==> config.mk <==
export PLATFORM = sky130hd
export DESIGN_NAME = int_to_float
export DESIGN_NICKNAME = d
export VERILOG_FILES = /design/src/rtl/float_pkg.sv /design/src/rtl/in_edge_det.sv /design/src/rtl/int_to_float.sv
export SDC_FILE = /design/constraint.sdc
export NUM_CORES = 1
export LEC_CHECK = 0
export ABC_AREA = 1
export BUFFER_PORTS_ARGS = -buffer_cell sky130_fd_sc_hd__buf_4
export CAP_MARGIN = 10
export CORE_MARGIN = 2
export CORE_UTILIZATION = 24
export CTS_CLUSTER_DIAMETER = 30
export DETAILED_ROUTE_END_ITERATION = 6
export PLACE_DENSITY = 0.52
export SLEW_MARGIN = 10
export SYNTH_ARGS = -nofsm -noshare
export SYNTH_HDL_FRONTEND = slang
export SYNTH_HIERARCHICAL = 1
export SYNTH_SLANG_ARGS = --single-unit
==> constraint.sdc <==
create_clock -name clk -period 3.57 [get_ports clk]
set_input_delay 0.714 -clock clk [delete_from_list [all_inputs] [get_ports clk]]
set_output_delay 0.714 -clock clk [all_outputs]
set_load 0.02 [all_outputs]
==> src/rtl/float_pkg.sv <==
// Shared float constants and the converter state type, common to int_to_float
// and the divider-side logic.
package float_pkg;

  localparam int FLT_BIAS  = 127;
  localparam int FLT_EXP_W = 8;
  localparam int FLT_MAN_W = 23;

  localparam logic [31:0] FLT_POS_ZERO = 32'h0000_0000;

  typedef enum logic [2:0] {
    IDLE,
    LOAD,
    NORM,
    ROUND,
    DONE
  } i2f_state_t;

endpackage

==> src/rtl/in_edge_det.sv <==
// Rising-edge detector for the dataIn start request. The history flop resets
// low, so a request held high through reset fires on the first edge afterwards.
module in_edge_det (
  input  logic clk,
  input  logic rst,
  input  logic sig,
  output logic level,
  output logic rise
);

  logic hist_q;

  always_ff @(posedge clk) begin
    if (rst) begin
      hist_q <= 1'b0;
    end else begin
      hist_q <= sig;
    end
  end

  assign level = sig;
  assign rise  = sig & ~hist_q;

endmodule

==> src/rtl/int_to_float.sv <==
// Iterative signed fixed-point to IEEE754 single converter, one normalisation
// shift per cycle. Define INT_TO_FLOAT_RNE_EN for round-to-nearest-even, else truncate.
module int_to_float
  import float_pkg::*;
#(
  parameter int WIDTH_IN  = 32,
  parameter int FRAC_BITS = 0
) (
  input  logic                clk,
  input  logic                rst,
  input  logic                dataIn,
  input  logic [WIDTH_IN-1:0] din,
  output logic                dataOut,
  output logic [31:0]         result,
  output logic                busy
);

  localparam logic [9:0] EXP_INIT = 10'(FLT_BIAS + WIDTH_IN - 1 - FRAC_BITS);

  logic                 start;
  logic                 req_level;
  i2f_state_t           state_q;
  logic [WIDTH_IN-1:0]  din_q;
  logic [WIDTH_IN-1:0]  mag_q;
  logic                 sign_q;
  logic [9:0]           exp_q;
  logic [31:0]          result_q;
  logic                 data_out_q;
  logic [FLT_MAN_W-1:0] man_trunc;
  logic [FLT_MAN_W-1:0] man_rnd;
  logic [9:0]           exp_rnd;

  in_edge_det u_edge (
    .clk   (clk),
    .rst   (rst),
    .sig   (dataIn),
    .level (req_level),
    .rise  (start)
  );

  // Mantissa is the 23 bits below the normalised leading one; narrow inputs zero-pad.
`ifdef INT_TO_FLOAT_RNE_EN
  logic [WIDTH_IN+22:0] mag_ext;
  logic                 guard_bit;
  logic                 sticky_bit;
  logic                 round_up;
  logic [FLT_MAN_W:0]   man_sum;

  assign mag_ext    = {mag_q[WIDTH_IN-2:0], 24'd0};
  assign man_trunc  = mag_ext[WIDTH_IN+22:WIDTH_IN];
  assign guard_bit  = mag_ext[WIDTH_IN-1];
  assign sticky_bit = |mag_ext[WIDTH_IN-2:0];
  assign round_up   = guard_bit & (sticky_bit | man_trunc[0]);
  assign man_sum    = {1'b0, man_trunc} + {{FLT_MAN_W{1'b0}}, round_up};
  assign man_rnd    = man_sum[FLT_MAN_W-1:0];
  assign exp_rnd    = exp_q + {9'd0, man_sum[FLT_MAN_W]};
`else
  logic [WIDTH_IN+21:0] mag_ext;

  assign mag_ext   = {mag_q[WIDTH_IN-2:0], 23'd0};
  assign man_trunc = FLT_MAN_W'(mag_ext >> (WIDTH_IN - 1));
  assign man_rnd   = man_trunc;
  assign exp_rnd   = exp_q;
`endif

  // A start edge from any state discards the conversion in flight.
  always_ff @(posedge clk) begin
    if (rst) begin
      state_q    <= IDLE;
      din_q      <= '0;
      mag_q      <= '0;
      sign_q     <= 1'b0;
      exp_q      <= '0;
      result_q   <= FLT_POS_ZERO;
      data_out_q <= 1'b0;
    end else if (start) begin
      state_q    <= LOAD;
      din_q      <= din;
      result_q   <= FLT_POS_ZERO;
      data_out_q <= 1'b0;
    end else begin
      case (state_q)
        LOAD: begin
          sign_q  <= din_q[WIDTH_IN-1];
          mag_q   <= din_q[WIDTH_IN-1] ? -din_q : din_q;
          exp_q   <= EXP_INIT;
          state_q <= NORM;
        end
        NORM: begin
          if (mag_q == '0) begin
            result_q   <= FLT_POS_ZERO;
            data_out_q <= 1'b1;
            state_q    <= DONE;
          end else if (mag_q[WIDTH_IN-1]) begin
            state_q <= ROUND;
          end else begin
            mag_q <= mag_q << 1;
            exp_q <= exp_q - 10'd1;
          end
        end
        ROUND: begin
          result_q   <= {sign_q, FLT_EXP_W'(exp_rnd), man_rnd};
          data_out_q <= 1'b1;
          state_q    <= DONE;
        end
        DONE: begin
          if (!req_level) begin
            data_out_q <= 1'b0;
          end
        end
        default: begin
          state_q <= state_q;
        end
      endcase
    end
  end

  assign dataOut = data_out_q;
  assign result  = result_q;
  assign busy    = (state_q == LOAD) || (state_q == NORM) || (state_q == ROUND);

endmodule

==> results.sh <==
export IMPL_status="complete, no violations"
export IMPL_layout_nets=947
export IMPL_hold_viol=0
export IMPL_fp_dieArea_um2=24500
export IMPL_cts_buffer_depth=2
export IMPL_rsz0062_at_grt="no"
export IMPL_synth_nets=908
export IMPL_final_util_pct=29.1
export IMPL_clk_latency_ns=0.36
export IMPL_antenna_found_initial=0
export IMPL_final_max_slew_viol_count=0
export IMPL_synth_area_leader_cell="dfxtp_1"
export IMPL_post_cts_resized=0
export IMPL_cts_inserted_buffers=9
export IMPL_dp_hpwl_um=11400
export IMPL_grt_pass1_wl_um=25700
export IMPL_synth_seq_cells=110
export IMPL_tightestPinTransition_ns=1.02
export IMPL_synth_top_area_share_pct=39.4
export IMPL_fin_worst_skew_ns=0.0130
export IMPL_p_per_area_nw_per_um2=492
export IMPL_place_congestion=0.817
export IMPL_postRouteAntennaNets=0
export IMPL_layout_drive_gt1_share_pct=11.5
export IMPL_detail_route_iter0_violations=370
export IMPL_cp_max_fo=51
export IMPL_path_clk_slew_ns=0.08
export IMPL_grt_use_total_pct=13.2
export IMPL_hold_slack_ns=0.460
export IMPL_routed_wl_um=15700
export IMPL_slew_headroom_pct=32.2
export IMPL_min_period_over_period_pct=73.0
export IMPL_fmax_mhz=384
export IMPL_core_area_um2=22800
export IMPL_layout_min_cycle_time_ns=2.61
export IMPL_cts_tree="built"
export IMPL_clock_sinks=110
export IMPL_regArea_um2=2200
export IMPL_grt_max_degree=64
export IMPL_endpoint_kind="register"
export IMPL_setup_tns_ns=0
export IMPL_synth_area_um2=5590
export IMPL_multiInputGateArea_um2=2860
export IMPL_wl_per_cell_um=12.8
export IMPL_die_height_um=157
export IMPL_dr_total_vias=5452
export IMPL_synth_cell_type_count=33
export IMPL_portBuffers=68
export IMPL_finalSetupViolCount=0
export IMPL_synth_area_leaders="dfxtp_1 (39%), nand2_1 (16%), a21oi_1 (8.8%)"
export IMPL_seq_area_frac_synth_pct=39.4
export IMPL_syn2layout_area_growth_pct=18.7
export IMPL_grt_ovfl_total=0
export IMPL_die_w_um=157
export IMPL_ios=69
export IMPL_synth_common_cells="nand2_1 (232), nor2_1 (128), dfxtp_1 (110)"
export IMPL_yosysMostFrequentCell="nand2_1"
export IMPL_synth_edf_count=0
export IMPL_hold_class="reg -> reg"
export IMPL_postCtsSetupRepairBufs=0
export IMPL_drc=0
export IMPL_required_ns=3.82
export IMPL_clockRootBuffer="clkbuf_16"
export IMPL_setup_worst_path_start_class="register"
export IMPL_arrival_ns=2.86
export IMPL_firstDrtPassIters=5
export IMPL_h_tree_depth=3
export IMPL_cts_hold_buf=0
export IMPL_grt_pass1_vias=4819
export IMPL_start_util_pct=24.5
export IMPL_synth_area_per_cell_um2=6.42
export IMPL_antenna_cells=0
export IMPL_yosysWarningCount=6
export IMPL_viasPerCell=4.44
export IMPL_maxCapViolations=0
export IMPL_nFillCells=2607
export IMPL_ir_drop_v=0.000229
export IMPL_async_flop_share_pct=0
export IMPL_leakage_nw=2.83
export IMPL_synthFlopType="dfxtp_1"
export IMPL_netlist_instances=871
export IMPL_num_rows=55
export IMPL_crit_type="reg -> reg"
[power by group]
part / internal, W / total (W) / switching, W
logic: 0.000270 / 0.000787 / 0.000517
clock network: 0.000556 / 0.00105 / 0.000494
registers: 0.00133 / 0.00143 / 0.0000987
[cells in the final DEF (no fill, tap or decap), types with 5 or more instances in the layout]
cell type	count
a21oi_1	98
dfxtp_1	110
o22ai_1	5
nor3_1	8
buf_4	71
nand3_1	62
nand2_1	232
inv_1	81
nor2_1	127
clkbuf_16	9
o21ai_0	55
nand4_1	18
[state kept, by name, indices dropped and copies added, names as in the netlist]
| name | flops |
|---|---|
| din_q | 32 |
| dataOut | 1 |
| state_q | 3 |
| sign_q | 1 |
| mag_q | 32 |
| u_edge/hist_q | 1 |
| result | 32 |
| exp_q | 8 |
[worst paths after layout]
path	startpoint	endpoint	slack [ns]	cells past startpoint
worst max-delay path	state_q[1]	mag_q[28]	0.96	7
worst min-delay path	result[0]	result[0]	0.46	2
worst max register to register	state_q[1]	mag_q[28]	0.96	7
worst min register to register	result[0]	result[0]	0.46	2
[cells by family after synthesis]
kind of cell / synth area share, %
AND/OR/NAND/NOR: 34.0
AO/OA/AOI/OAI: 15.9
buffers and inverters: 9.52
flip-flops: 39.4
XOR/XNOR: 0.784
adder cells (fa/ha/maj): 0.448
[worst max-delay path: stages (launching register included)]
cell and delay (ns):
dfxtp_1 0.39, nand2_2 0.13, nor2_4 0.31, inv_2 0.35, o21ai_4 0.45, nand3_4 0.51
nor2_1 0.25, a21oi_1 0.09
[area by class of cell]
cell class	instances	area share, %
clock inverters	7	1.19
clock buffers	9	3.40
inverters	85	4.81
repair buffers	72	8.34
multi-input cells	632	43.2
flip-flops and latches	110	33.2
well taps	313	5.91
[stage by stage]
step	setup slack [ns]	std cells	area (um^2)	power (W)
6_report	0.964	1228	6630	0.00326
4_1_cts	0.985	1228	6630	0.00330
5_1_grt	0.682	1228	6630	0.00348
3_3_place_gp	0.903	1212	6320	0.00223
3_5_place_dp	0.838	1212	6320	0.00223
2_1_floorplan	1.41	871	5590	0.00203
[layer usage]
metal / track usage, % / wire length (um) / part of all wire [%] / up-vias
met5: 0 / 0 / 0 / -
met4: 3.41 / 169 / 1.1 / 0
met3: 2.80 / 632 / 4.0 / 14
met2: 17.9 / 6130 / 39 / 126
met1: 20.7 / 8800 / 56 / 2423
li1: - / - / - / 2889
(Power assumes the default switching activity.)
